`src/rtl/asic_eval_sequencer.sv`:
```
`timescale 1ns/1ps
// -----------------------------------------------------------------------------
// asic_eval_sequencer
//
// Autonomous evaluation sequencer for the neuromorphic ASIC test bridge.
// For each enabled input character it:
//   - drives the character selection that feeds the PWM pattern generator,
//   - waits a programmable settle time,
//   - discards one stale XADC result set,
//   - accumulates SAMPLES result sets from the four analog output channels,
//   - classifies the character as the channel with the largest sum.
// Lives in the AXI clock domain.
//
// Ports
//   S_AXI_ACLK                 system clock
//   S_AXI_ARESETN              asynchronous active-low reset
//   start                      one-cycle pulse, begins a sweep when idle
//   abort                      synchronous abort back to idle (highest priority)
//   continuous                 repeat sweeps until abort
//   char_mask[3:0]             bit i enables character i (sampled at sweep start)
//   settle_cycles[SETTLE_W-1:0] settle wait after each selection change
//   meas_valid                 one-cycle pulse, MEASURED_AUX0..3 updated
//   MEASURED_AUX0..3[11:0]     latest XADC channel codes
//   char_select[1:0]           character driven to the pattern generator
//   busy                       high whenever the sequencer is not idle
//   result_valid               one-cycle pulse per classified character
//   result_char/result_class   character just classified / winning channel
//   result_max[11:0]           winning channel average
//   pass_vector[3:0]           bit i = character i classified as class i
//   done                       one-cycle pulse at the end of each sweep
// -----------------------------------------------------------------------------
module asic_eval_sequencer #(
  parameter int SAMPLES  = 4,
  parameter int SETTLE_W = 32
) (
  input  logic                S_AXI_ACLK,
  input  logic                S_AXI_ARESETN,
  input  logic                start,
  input  logic                abort,
  input  logic                continuous,
  input  logic [3:0]          char_mask,
  input  logic [SETTLE_W-1:0] settle_cycles,
  input  logic                meas_valid,
  input  logic [11:0]         MEASURED_AUX0,
  input  logic [11:0]         MEASURED_AUX1,
  input  logic [11:0]         MEASURED_AUX2,
  input  logic [11:0]         MEASURED_AUX3,
  output logic [1:0]          char_select,
  output logic                busy,
  output logic                result_valid,
  output logic [1:0]          result_char,
  output logic [1:0]          result_class,
  output logic [11:0]         result_max,
  output logic [3:0]          pass_vector,
  output logic                done
);

  localparam int LOG2S = (SAMPLES > 1) ? $clog2(SAMPLES) : 0;
  // Sum of SAMPLES 12-bit codes needs exactly LOG2S extra bits.
  localparam int ACC_W = 12 + LOG2S;
  localparam int CNT_W = LOG2S + 1;
  localparam logic [CNT_W-1:0] LAST_SAMPLE = CNT_W'(SAMPLES - 1);

  typedef enum logic [2:0] {
    ST_IDLE    = 3'd0,
    ST_SELECT  = 3'd1,
    ST_SETTLE  = 3'd2,
    ST_DISCARD = 3'd3,
    ST_ACCUM   = 3'd4,
    ST_DECIDE  = 3'd5,
    ST_NEXT    = 3'd6
  } state_t;

  state_t              state_q;
  logic [3:0]          mask_q;
  logic [SETTLE_W-1:0] settle_q;
  logic [SETTLE_W-1:0] settle_cnt_q;
  logic [1:0]          cur_char_q;
  logic [CNT_W-1:0]    samp_cnt_q;
  logic [ACC_W-1:0]    acc_q [4];

  logic [1:0]          char_select_q;
  logic                busy_q;
  logic                result_valid_q;
  logic [1:0]          result_char_q;
  logic [1:0]          result_class_q;
  logic [11:0]         result_max_q;
  logic [3:0]          pass_q;
  logic                done_q;

  logic [11:0]         aux [4];
  logic [1:0]          win_idx_d;
  logic [ACC_W-1:0]    win_val_d;
  logic [ACC_W-1:0]    win_avg_d;
  logic [2:0]          first_d;   // {found, index} of lowest enabled char in char_mask
  logic [2:0]          adv_d;     // {found, index} of next enabled char above current
  logic                unused_bits;

  assign aux[0] = MEASURED_AUX0;
  assign aux[1] = MEASURED_AUX1;
  assign aux[2] = MEASURED_AUX2;
  assign aux[3] = MEASURED_AUX3;

  // Lowest set bit of mask, returned as {found, index}.
  function automatic logic [2:0] lowest_char(input logic [3:0] mask);
    logic [2:0] r;
    r = 3'b000;
    for (int i = 3; i >= 0; i--) begin
      if (mask[i]) r = {1'b1, 2'(i)};
    end
    return r;
  endfunction

  // Lowest set bit of mask strictly above cur, returned as {found, index}.
  function automatic logic [2:0] next_char(input logic [3:0] mask,
                                           input logic [1:0] cur);
    logic [2:0] r;
    r = 3'b000;
    for (int i = 3; i >= 0; i--) begin
      if (mask[i] && (i > int'(cur))) r = {1'b1, 2'(i)};
    end
    return r;
  endfunction

  // Argmax with strict compare so ties resolve to the lowest channel.
  always_comb begin
    win_idx_d = 2'd0;
    win_val_d = acc_q[0];
    for (int i = 1; i < 4; i++) begin
      if (acc_q[i] > win_val_d) begin
        win_idx_d = 2'(i);
        win_val_d = acc_q[i];
      end
    end
  end

  // Sum fits in ACC_W bits, so the average always fits in the low 12 bits.
  assign win_avg_d   = win_val_d >> LOG2S;
  assign unused_bits = ^win_avg_d;

  assign first_d = lowest_char(char_mask);
  assign adv_d   = next_char(mask_q, cur_char_q);

  always_ff @(posedge S_AXI_ACLK or negedge S_AXI_ARESETN) begin
    if (!S_AXI_ARESETN) begin
      state_q        <= ST_IDLE;
      mask_q         <= '0;
      settle_q       <= '0;
      settle_cnt_q   <= '0;
      cur_char_q     <= '0;
      samp_cnt_q     <= '0;
      for (int i = 0; i < 4; i++) acc_q[i] <= '0;
      char_select_q  <= '0;
      busy_q         <= 1'b0;
      result_valid_q <= 1'b0;
      result_char_q  <= '0;
      result_class_q <= '0;
      result_max_q   <= '0;
      pass_q         <= '0;
      done_q         <= 1'b0;
    end else begin
      // Pulse outputs default low every cycle.
      result_valid_q <= 1'b0;
      done_q         <= 1'b0;

      if (abort) begin
        // char_select and pass_vector deliberately keep their values.
        state_q      <= ST_IDLE;
        busy_q       <= 1'b0;
        settle_cnt_q <= '0;
        samp_cnt_q   <= '0;
        for (int i = 0; i < 4; i++) acc_q[i] <= '0;
      end else begin
        case (state_q)
          ST_IDLE: begin
            if (start) begin
              mask_q   <= char_mask;
              settle_q <= settle_cycles;
              pass_q   <= '0;
              if (first_d[2]) begin
                cur_char_q <= first_d[1:0];
                busy_q     <= 1'b1;
                state_q    <= ST_SELECT;
              end else begin
                // Empty mask: an immediate, empty sweep.
                done_q <= 1'b1;
              end
            end
          end

          ST_SELECT: begin
            char_select_q <= cur_char_q;
            settle_cnt_q  <= '0;
            samp_cnt_q    <= '0;
            for (int i = 0; i < 4; i++) acc_q[i] <= '0;
            state_q       <= ST_SETTLE;
          end

          ST_SETTLE: begin
            if (settle_cnt_q == settle_q) begin
              state_q <= ST_DISCARD;
            end else begin
              settle_cnt_q <= settle_cnt_q + 1'b1;
            end
          end

          ST_DISCARD: begin
            // First result set after settling may straddle the change; drop it.
            if (meas_valid) state_q <= ST_ACCUM;
          end

          ST_ACCUM: begin
            if (meas_valid) begin
              for (int i = 0; i < 4; i++) begin
                acc_q[i] <= acc_q[i] + ACC_W'(aux[i]);
              end
              samp_cnt_q <= samp_cnt_q + CNT_W'(1);
              if (samp_cnt_q == LAST_SAMPLE) state_q <= ST_DECIDE;
            end
          end

          ST_DECIDE: begin
            result_valid_q     <= 1'b1;
            result_char_q      <= cur_char_q;
            result_class_q     <= win_idx_d;
            result_max_q       <= win_avg_d[11:0];
            pass_q[cur_char_q] <= (win_idx_d == cur_char_q);
            state_q            <= ST_NEXT;
          end

          ST_NEXT: begin
            if (adv_d[2]) begin
              cur_char_q <= adv_d[1:0];
              state_q    <= ST_SELECT;
            end else begin
              done_q <= 1'b1;
              if (continuous) begin
                mask_q   <= char_mask;
                settle_q <= settle_cycles;
                pass_q   <= '0;
                if (first_d[2]) begin
                  cur_char_q <= first_d[1:0];
                  state_q    <= ST_SELECT;
                end else begin
                  busy_q  <= 1'b0;
                  state_q <= ST_IDLE;
                end
              end else begin
                busy_q  <= 1'b0;
                state_q <= ST_IDLE;
              end
            end
          end

          default: begin
            busy_q  <= 1'b0;
            state_q <= ST_IDLE;
          end
        endcase
      end
    end
  end

  assign char_select  = char_select_q;
  assign busy         = busy_q;
  assign result_valid = result_valid_q;
  assign result_char  = result_char_q;
  assign result_class = result_class_q;
  assign result_max   = result_max_q;
  assign pass_vector  = pass_q;
  assign done         = done_q;

endmodule

```
`config.mk`:
```
export PLATFORM = sky130hd
export DESIGN_NAME = asic_eval_sequencer
export DESIGN_NICKNAME = d
export VERILOG_FILES = /design/src/rtl/asic_eval_sequencer.sv
export SDC_FILE = /design/constraint.sdc
export NUM_CORES = 1
export LEC_CHECK = 0
export CAP_MARGIN = 20
export CORE_AREA = 5 5 169 171
export DETAILED_ROUTE_END_ITERATION = 10
export DIE_AREA = 0 0 174 176
export SYNTH_ARGS = -nofsm -noshare
export SYNTH_HDL_FRONTEND = slang
export SYNTH_SLANG_ARGS = --single-unit
```
`constraint.sdc`:
```
create_clock -name S_AXI_ACLK -period 11.2 [get_ports S_AXI_ACLK]
set_clock_uncertainty 0.1 [all_clocks]
set_input_delay 2.24 -clock S_AXI_ACLK [delete_from_list [all_inputs] [get_ports S_AXI_ACLK]]
set_output_delay 2.24 -clock S_AXI_ACLK [all_outputs]
set_load 0.005 [all_outputs]
```
After elaboration in Yosys (flattened, before gate mapping)
Index checks and enable logic that the tools add are counted.
W data, S select, Z words.

storage, ports and cells
  register bits after elaboration = 157
  output and inout port bits = 25
  logic and storage cells = 142

cells by class
  add/subtract/negate cells = 6
  order comparisons = 8
  eq/ne operators = 23
  multiplexer cells = 67
  bitwise operators = 1
  reduce and logical (&&, ||, !) cells = 19

operators by type and width
  cell                     number
  $mux W32                 5
  $pmux W32 S2             2
  $mux W56                 2
  $pmux W56 S2             1
  $add A14 B12 Y14         4
  $mux W3                  18
  $gt A14 B14 Y1           3
  $mux W14                 3
  $add A32 B1 Y32 const B  1
  $eq A32 B32 Y1           1
  $ne A3 B3 Y1 const B     9
  $mux W4                  6
  $pmux W3 S7              1
  $mux W1                  15
  $reduce_and A5 Y1        3
  $mux W2                  6
  $pmux W4 S3              1
  $eq A3 B2 Y1 const B     3
  $eq A3 B3 Y1 const B     3
  $reduce_bool A3 Y1       3
  $pmux W4 S2              1
  $reduce_and A2 Y1        4
  $ne A2 B2 Y1 const B     3
  $pmux W3 S2              1
  21 further kinds         25

Longest topological paths before layout
Gate-level depths: netlist of the first run.

  word-level depth = 9
  gate-level depth with buffers = 26
  depth with buffers taken out = 22

Least setup slack after synthesis of the first run
No wires, ideal clock.

  kind = register to register
  from = reg acc_q[41] in the netlist's numbering
  to = reg result_max_q[6], in the netlist result_max[6]
  setup time = 82 ps
  data arrival time = 5424 ps
  required time = 11018 ps
  setup slack = 5594 ps
  stages on the path, launching flop included = 25
  cell sequence = dfrtp_1 ha_1 nand2_1 nor4_1 o31ai_1 a22oi_1 buf_2 buf_2 mux2i_1 ha_1 a21oi_1 nand2_1 a211oi_1 a22o_1 clkbuf_1 buf_1 a21o_1 ha_1 nand4_1 nor3_1 or3_1 o31a_1 clkbuf_1 a211o_1 a31oi_1

on the way
  longest elaborated chain between the ends = 6

ends and longest elaborated chain
  element                            line  RTL
  from (decl)                        80    logic [ACC_W-1:0] acc_q [4];
  from (signal, indexed assignment)  215   acc_q[i] <= acc_q[i] + ACC_W'(aux[i]);
  $gt A14 B14 Y1                     130   if (acc_q[i] > win_val_d) begin
  $mux W14 *                         130
  $gt A14 B14 Y1                     130
  $mux W14 *                         130
  $gt A14 B14 Y1                     130
  $mux W14 *                         130
  to (signal assigned)               226   result_max_q <= win_avg_d[11:0];
  to (decl)                          87    logic [11:0] result_max_q;

Mark *: on every way between the ends. The rest lies on a longest branch, timed or not.
A chain may end at the register's enable or synchronous reset.

Final worst setup path of the first run
  from = reg acc_q[41] in the netlist's numbering
  to = reg result_max_q[8], in the netlist result_max[8]

The elaborated chain is that of the path after synthesis.

==> results of run 1 <==
kinds of logic after synthesis:
| group | share of synthesized area, % |
|---|---|
| AOI/OAI and AO/OA | 18.8 |
| muxes | 5.38 |
| buffers and inverters | 3.42 |
| and+or+nand+nor | 17.3 |
| xor gates and xnor gates | 6.38 |
| DFF | 36.9 |
| adders and majority gates | 11.8 |
worst register-to-register path: stages, from the launching register on:
cell      delay, ps
dfrtp_1         450
ha_1            330
nand2_1         110
nor4_1          540
o31ai_1         190
a22oi_2         150
buf_4           350
mux2i_1         560
ha_1            360
a21oi_1         120
a21boi_0        100
o31ai_1         370
a22o_1          580
buf_4           390
nor2_1           90
a21o_1          160
ha_1            310
nand4_1         140
nor3_1          250
a21boi_0        290
o31a_1          870
a211o_1         190
a31oi_1          90
worst min path at each step:
| stage | cells past startpoint | endpoint | slack (ps) | from |
|---|---|---|---|---|
| 2_1_floorplan | 1 | samp_cnt_q[0] | 370 | samp_cnt_q[0] |
| 3_3_place_gp | 2 | result_char[0] | 370 | result_char[0] |
| 3_5_place_dp | 2 | result_max[10] | 380 | result_max[10] |
| 4_1_cts | 2 | result_max[10] | 390 | result_max[10] |
| 5_1_grt | 2 | result_max[10] | 410 | result_max[10] |
| 6_report | 2 | result_max[10] | 390 | result_max[10] |
area by class of cell:
class | count | area share, %
Inverter | 42 | 1.25
Tap cell | 341 | 3.37
Clock inverter | 14 | 1.35
Timing Repair Buffer | 125 | 9.69
Multi-Input combinational cell | 897 | 50.1
Clock buffer | 18 | 3.39
Sequential cell | 156 | 30.9
state kept, by name, summed over array words and instances, names as in the netlist, 3 cells and up:
signal	cells
result_max	12
samp_cnt_q	3
mask_q	3
acc_q	56
settle_q	32
state_q	3
pass_vector	4
settle_cnt_q	32
power breakdown:
part	leakage, nW	internal (mW)	switching (mW)
combinational	3.01	0.274	0.308
sequential	2.06	0.660	0.0901
clock	0.289	0.338	0.268
total	5.36	1.27	0.666
layer usage:
| metal | vias to the layer above | track usage [%] | part of all wire (%) |
|---|---|---|---|
| met5 | - | 0 | 0 |
| met4 | 0 | 5.61 | 2.0 |
| met3 | 31 | 3.23 | 5.4 |
| li1 | 4410 | - | - |
| met2 | 239 | 27.3 | 43 |
| met1 | 4356 | 27.9 | 50 |
placed cells by master (no fill, tap or decap), types with 18 or more instances in the layout:
cell type / instances
xnor2_1: 50
a21o_1: 23
xor2_1: 27
nand3_1: 47
a21oi_1: 61
nor3_1: 29
nor2_1: 83
a211o_1: 19
nand2_1: 97
dfrtp_1: 156
o22ai_1: 20
clkdlybuf4s50_1: 113
ha_1: 93
mux2_2: 38
or3_1: 19
nand4_1: 22
o21ai_0: 69
a31oi_1: 18
inv_1: 42
stage by stage:
step	instances	cell area, um^2	setup WS, ps
detailed placement	1561	12000	4140
global route	1593	12600	3580
floorplan	1143	10600	5590
CTS	1593	12600	4120
global placement	1560	12000	4470
finish	1593	12600	3950
==> flow_metrics.py, run 1 <==
metrics = {
    "status": {
        "status": "finished, final reports clean",
    },
    "grt": {
        "grt_usage_pct": 18.6,
        "antenna_found_initial": 0,
        "grt_pass1_vias": 8737,
        "gr-total-overflow": 0,
        "grt_start_max_net_pins": 97,
        "grt_pass1_wl_um": 46300,
    },
    "detailed_routing": {
        "vias": 9036,
        "routed_wl_um": 28400,
        "detail_route.wl_per_cell_um": 17.8,
        "routed_via_density": 5.67,
        "drc": 0,
        "antenna_left": 0,
        "firstDrtPassIters": 5,
        "first_iter_violations": 731,
    },
    "clock_network": {
        "ctsResizeCount": 0,
        "cts_tree": "built",
        "cts.htree.levels": 4,
        "clkTransAtPathRegs_ps": 70,
        "clock_tree.buffer_depth": 2,
        "postCtsHoldBufs": 0,
        "cts-root-buf": "clkbuf_16",
        "cts_setup_buffers": 0,
        "clock-sinks": 156,
        "worstSkewPairLatency_ps": 440,
        "numCtsBuffers": 17,
    },
    "die": {
        "floorplan.rows": 60,
        "core_area_um2": 26700,
        "fp.dieH_um": 176,
        "dieArea_um2": 30600,
        "die_w_um": 174,
        "ios": 115,
        "start_util_pct": 39.5,
    },
    "critical_path": {
        "cp-start-kind": "register",
        "cp_slowest_cell": "o31a_1",
        "endpoint": "result_max[8]",
        "path_max_fanout": 27,
        "crit_family": "compound AO/OA/AOI/OAI gates",
        "timing.rr.start": "acc_q[41]",
        "path_class": "register to register",
        "critPathArrivalTime_ps": 7410,
        "rrSetupSlack_ps": 3950,
        "startpoint": "acc_q[41]",
        "path_common_cell": "ha_1",
        "crit_required_ps": 11360,
        "r2r.worst_path.cells": 22,
        "critical_path_depth": 22,
        "r2r-end": "result_max[8]",
        "worst-path-buf-inv": 2,
        "max_stage_delay_ps": 870,
        "endpoint_kind": "register",
        "crit_chain": "ha_1, nand2_1, nor4_1, o31ai_1, a22oi_2, buf_4, mux2i_1, ha_1, a21oi_1, a21boi_0, o31ai_1, a22o_1, buf_4, nor2_1, a21o_1, ha_1, nand4_1, nor3_1, a21boi_0, o31a_1, a211o_1, a31oi_1",
    },
    "timing": {
        "fin_setup_tns_ps": 0,
        "max_slew.worst_pin.slew_ps": 1030,
        "fin_hold_ws_ps": 389,
        "finalCritPeriodShare_pct": 64.7,
        "finalHoldViolations": 0,
        "setup_violations": 0,
        "maxSlewHeadroom_pct": 31.3,
        "max_freq_ghz": 0.138,
        "slew_violations": 0,
        "rsz0062_at_grt": "no",
        "fin_crit_ps": 7250,
    },
    "place": {
        "dp_hpwl_um": 21000,
        "gp_congestion": 0.873,
        "port_buffers": 114,
    },
    "logic_synthesis": {
        "post-synth-top-count-cell": "dfrtp_1",
        "async_flop_share_pct": 100,
        "synth_ff_type": "dfrtp_1",
        "synth.avg_cell_area_um2": 9.24,
        "synth_area_leaders": "dfrtp_1, ha_1, xnor2_1",
        "syn_area_um2": 10600,
        "synth_edf_count": 0,
        "synth-seq-cells": 156,
        "yosys.area.top_type_share_pct": 36.9,
        "synth_cell_types": 68,
        "ys_warn_count": 0,
        "synth_nets": 1330,
        "synth_cells": 1143,
        "synthTopCellsByCount": "dfrtp_1, nand2_1, ha_1",
        "yosys.area.top_type": "dfrtp_1",
        "synth-seq-area-share_pct": 36.9,
    },
    "power_and_ir_drop": {
        "power_mw": 1.94,
        "pwr_density_cell_nw_per_um2": 153,
        "leakagePower_nw": 5.36,
        "ir_worst_vdd_mv": 0.140,
    },
    "hold_path": {
        "min_path_type": "register to register",
    },
    "finish": {
        "fill_cells": 2566,
        "fin_nets": 1426,
        "regArea_um2": 3900,
        "final_util_pct": 47.3,
        "final_layout_size_suffix_gt1_share_pct": 8.23,
        "multi_input_area_um2": 6330,
        "area_delta_synth_final_pct": 19.7,
        "antennaDiodeCount": 0,
    },
    "run": {
        "cap_violations": 0,
    },
}
Note: power is estimated with default switching activity, not from simulation.
==> inputs of run 2 (changes only) <==
- clock period: 11.2 -> 6.42 ns (I/O delays scaled with it)
==> flow_metrics.py, run 2 (same netlist as run 1, synthesis figures left out) <==
metrics = {
    "detailed_routing": {
        "drc": 0,
        "first_iter_violations": 688,
        "routed_via_density": 5.62,
        "vias": 8969,
        "routed_wl_um": 28000,
        "detail_route.wl_per_cell_um": 17.5,
        "firstDrtPassIters": 5,
        "antenna_left": 0,
    },
    "finish": {
        "final_cell_mix": "dfrtp_1, clkdlybuf4s50_1, nand2_1",
        "antennaDiodeCount": 0,
        "final_common_cell": "dfrtp_1",
        "final_cells": 1597,
        "final_layout_size_suffix_gt1_share_pct": 9.00,
        "largest_reg_flops": 56,
        "largest-register": "acc_q",
        "area_delta_synth_final_pct": 20.7,
        "reg.largest.list": "acc_q x56, settle_cnt_q x32, settle_q x32",
        "fin_nets": 1430,
    },
    "grt": {
        "grt.met1_usage_pct": 27.8,
        "grt_pass1_vias": 8878,
        "met2_usage_pct": 28.0,
        "grt_start_max_net_pins": 70,
        "antenna_found_initial": 0,
        "gr-total-overflow": 0,
        "grt_pass1_wl_um": 46200,
        "grtUsageMet3_pct": 2.29,
        "grt-busiest-layer": "met2",
        "grt_usage_pct": 18.5,
    },
    "die": {
        "floorplan.rows": 60,
        "start_util_pct": 39.5,
        "ios": 115,
        "fp.dieH_um": 176,
        "core_area_um2": 26700,
        "dieArea_um2": 30600,
        "die_w_um": 174,
    },
    "power_and_ir_drop": {
        "ir_worst_vdd_mv": 0.202,
        "pwr_density_cell_nw_per_um2": 270,
        "leakagePower_nw": 5.41,
    },
    "clock_network": {
        "clock_tree.buffer_depth": 2,
        "postCtsHoldBufs": 0,
        "worstSkewPairLatency_ps": 430,
        "cts.htree.levels": 4,
        "cts-root-buf": "clkbuf_16",
        "cts_tree": "built",
        "numCtsBuffers": 17,
        "clock-sinks": 156,
        "clkTransAtPathRegs_ps": 60,
    },
    "place": {
        "port_buffers": 114,
        "dp.cells": 1565,
        "gp_congestion": 0.854,
        "dp_hpwl_um": 20800,
    },
    "critical_path": {
        "path_common_cell": "ha_1",
        "path_max_fanout": 27,
        "cp_slowest_cell": "o31ai_1",
        "path_class": "register to register",
        "crit_chain": "ha_1, nand2_1, nor4_2, o31ai_1, a22oi_2, buf_12, mux2i_2, ha_1, a21oi_1, a31oi_1, a211oi_1, a22o_1, buf_4, nor2_1, a21o_1, ha_1, a21oi_1, nor3_1, or3_1, o31ai_1, and3_1, a32o_1",
        "endpoint_kind": "register",
        "max_stage_delay_ps": 580,
        "timing.rr.start": "acc_q[40]",
        "crit_required_ps": 6680,
        "rrSetupSlack_ps": 420,
        "r2r.worst_path.cells": 22,
        "worst-path-buf-inv": 2,
        "cp-start-kind": "register",
        "critPathArrivalTime_ps": 6260,
        "r2r-end": "pass_vector[1]",
        "crit_family": "compound AO/OA/AOI/OAI gates",
    },
    "timing": {
        "rsz0062_at_grt": "no",
        "fin_crit_ps": 6000,
        "finalHoldViolations": 0,
        "maxSlewHeadroom_pct": 34.3,
        "max_freq_ghz": 0.167,
        "max_slew.worst_pin.slew_ps": 984,
        "finalCritPeriodShare_pct": 93.4,
        "setup_violations": 0,
        "slew_violations": 0,
        "fin_setup_tns_ps": 0,
    },
    "hold_path": {
        "min_to": "result_max[10]",
        "min_path_type": "register to register",
        "min_path_cells": 2,
        "hp-start": "result_max[10]",
    },
    "status": {
        "status": "finished, final reports clean",
    },
    "run": {
        "cap_violations": 0,
    },
}
run 2: changes by cell type in the layout (fill, tap and decap cells not counted), sizes merged:
cell and delta:
buf +4, clkinvlp -1, clkbuf +3, bufinv +2, inv -6, clkinv +2
run 2: layer usage:
layer  vias to the layer above  wire length, um
met5                         -                0
met4                         0              452
met3                        25             1280
met2                       219            12000
met1                      4307            14300
li1                       4418                -
run 2: worst max path at each step:
stage | from | to | cells after the start
after floorplan | acc_q[41] | result_max[6] | 24
after global placement | acc_q[40] | result_max[7] | 22
after detailed placement | acc_q[41] | result_max[6] | 22
after CTS | acc_q[41] | result_max[6] | 22
after global routing | acc_q[55] | pass_vector[1] | 23
final | acc_q[40] | pass_vector[1] | 22
run 2: worst reg2reg max path: cells and delay by family, from the launching register on:
| kind | cells | cell delay [ps] |
|---|---|---|
| AO/OA/AOI/OAI | 10 | 2180 |
| flip-flops | 1 | 470 |
| multiplexers | 1 | 390 |
| adder cells (fa/ha/maj) | 3 | 940 |
| AND/OR/NAND/NOR | 6 | 1340 |
| buffers and inverters | 2 | 510 |
run 2: through the flow:
stage	total power [mW]	util [%]	setup slack (ps)	hold WS [ps]	area (um^2)
finish	3.44	47.7	421	389	12800
global route	3.63	47.7	36.0	420	12800
CTS	3.46	47.6	75.2	392	12700
detailed placement	2.35	45.2	88.7	374	12100
global placement	2.33	45.2	182	361	12100
floorplan	1.93	-	814	368	10600
run 2: power by group:
group	internal [mW]	switching (mW)	leakage [nW]
Sequential	1.15	0.158	2.06
Clock	0.678	0.426	0.309
Combinational	0.489	0.534	3.04
Total	2.32	1.12	5.41
run 2: layout make-up:
cell class | count | area, um^2
fill | 2549 | 14000
multi-input combinational | 897 | 6360
sequential | 156 | 3900
timing repair buffer | 129 | 1270
clock buffer | 21 | 460
tap | 341 | 427
clock inverter | 11 | 180
inverter | 42 | 158
run 2: timing repair:
action | 4_1_cts | 5_1_grt
setup buffers | 0 | 0
hold endpoints to repair | 0 | 0
gates resized for setup | 0 | 7
endpoints found under the setup margin | 0 | 17
==> inputs of run 3 (changes only) <==
- SLEW_MARGIN: unset -> 20
==> flow_metrics.py, run 3 (same netlist as run 1, synthesis figures left out) <==
metrics = {
    "finish": {
        "final_common_cell": "dfrtp_1",
        "final_cell_mix": "dfrtp_1, clkdlybuf4s50_1, nand2_1",
        "final_layout_size_suffix_gt1_share_pct": 8.76,
        "design_area_um2": 12700,
        "fin_nets": 1429,
        "reg.largest.list": "acc_q x56, settle_cnt_q x32, settle_q x32",
        "largest_reg_flops": 56,
        "largest-register": "acc_q",
        "area_delta_synth_final_pct": 20.3,
        "final_cells": 1596,
        "final_util_pct": 47.6,
        "antennaDiodeCount": 0,
    },
    "die": {
        "core_area_um2": 26700,
        "die_w_um": 174,
        "ios": 115,
        "floorplan.rows": 60,
        "fp.dieH_um": 176,
        "start_util_pct": 39.5,
        "dieArea_um2": 30600,
    },
    "grt": {
        "gr-total-overflow": 0,
        "grt_pass1_vias": 8783,
        "grt_usage_pct": 18.6,
        "grt_pass1_wl_um": 46500,
        "grt_start_max_net_pins": 70,
        "antenna_found_initial": 0,
    },
    "power_and_ir_drop": {
        "pwr_density_cell_nw_per_um2": 269,
        "power_mw": 3.42,
        "ir_worst_vdd_mv": 0.193,
        "leakagePower_nw": 5.39,
    },
    "timing": {
        "fin_hold_ws_ps": 382,
        "max_freq_ghz": 0.168,
        "setup_violations": 0,
        "maxSlewHeadroom_pct": 35.7,
        "max_slew.worst_pin.slew_ps": 962,
        "fin_setup_tns_ps": 0,
        "fin_crit_ps": 5950,
        "slew_violations": 0,
        "finalCritPeriodShare_pct": 92.6,
        "rsz0062_at_grt": "no",
        "setup_ws_ps": 474,
        "finalHoldViolations": 0,
    },
    "place": {
        "placed_area_um2": 12100,
        "gp_congestion": 0.854,
        "port_buffers": 114,
        "dp_hpwl_um": 20800,
        "dp.cells": 1564,
        "dpl_worst_slack_ps": 92.8,
    },
    "clock_network": {
        "clock-sinks": 156,
        "cts.htree.levels": 4,
        "worstSkewPairLatency_ps": 440,
        "clock_tree.buffer_depth": 2,
        "numCtsBuffers": 17,
        "postCtsHoldBufs": 0,
        "clkTransAtPathRegs_ps": 60,
        "cts_tree": "built",
        "ctsResizeCount": 0,
        "cts_setup_buffers": 0,
        "cts-root-buf": "clkbuf_16",
    },
    "detailed_routing": {
        "firstDrtPassIters": 5,
        "first_iter_violations": 772,
        "routed_wl_um": 28100,
        "antenna_left": 0,
        "vias": 9009,
        "drc": 0,
        "routed_via_density": 5.64,
        "detail_route.wl_per_cell_um": 17.6,
    },
    "hold_path": {
        "hp-start": "result_char[0]",
        "min_path_type": "register to register",
    },
    "critical_path": {
        "path_common_cell": "ha_1",
        "critPathArrivalTime_ps": 6190,
        "endpoint_kind": "register",
        "cp-start-kind": "register",
        "timing.rr.start": "acc_q[41]",
        "path_class": "register to register",
        "crit_chain": "ha_1, nand2_1, nor4_1, o31ai_1, a22oi_2, buf_12, mux2i_1, ha_1, a21oi_1, nand2_1, a211oi_1, a22o_1, buf_4, nor2_1, a21o_1, ha_1, a21oi_1, nor3_1, or3_1, o31a_4, a211o_1, a31oi_1",
        "max_stage_delay_ps": 460,
        "startpoint": "acc_q[41]",
        "path_max_fanout": 27,
        "cp_slowest_cell": "nor4_1",
        "crit_required_ps": 6670,
    },
    "run": {
        "cap_violations": 0,
    },
    "status": {
        "status": "finished, final reports clean",
    },
}
==> run 3: changes by cell type in the layout (fill, tap and decap cells not counted), sizes merged <==
| cell | change |
|---|---|
| bufinv | -2 |
| inv | +5 |
| clkbuf | -3 |
| buf | -1 |
==> run 3: layout make-up <==
class,count,area [um^2]
Clock buffer,18,439
Fill cell,2547,14000
Clock inverter,14,169
Inverter,42,158
Tap cell,341,427
Sequential cell,156,3900
Multi-Input combinational cell,897,6360
Timing Repair Buffer,128,1260
==> run 3: path summary, 6_finish.rpt <==
| check | endpoint | slack, ps | cells past startpoint |
|---|---|---|---|
| max in group asynchronous | busy | 4380 | 2 |
| min | result_char[0] | 380 | 2 |
| max | result_max[1] | 470 | 22 |
| min in group asynchronous | acc_q[30] | 620 | 1 |
| max reg2reg | result_max[1] | 470 | 22 |
| min reg2reg | result_char[0] | 380 | 2 |
==> run 3: report_power, final <==
group | switching (mW) | leakage [nW] | internal (mW)
Clock | 0.466 | 0.297 | 0.598
Combinational | 0.539 | 3.03 | 0.500
Sequential | 0.161 | 2.06 | 1.15
Total | 1.17 | 5.39 | 2.25
==> run 3: worst max-delay path, delay by kind of cell (launching register included) <==
family,cells,cell delay [ps]
compound gates,10,2200
fa+ha+maj,3,960
buf+inv,2,500
flops,1,450
mux,1,420
simple gates,6,1180
==> run 3: layer usage <==
metal  share of wire, %  vias to the layer above  wire length, um  global-route usage [%]
li1                   -                     4430                -                       -
met1                 51                     4345            14400                    28.1
met2                 43                      194            12000                    27.0
met3                3.7                       40             1040                    3.04
met4                2.4                        0              666                    6.17
met5                  0                        -                0                       0
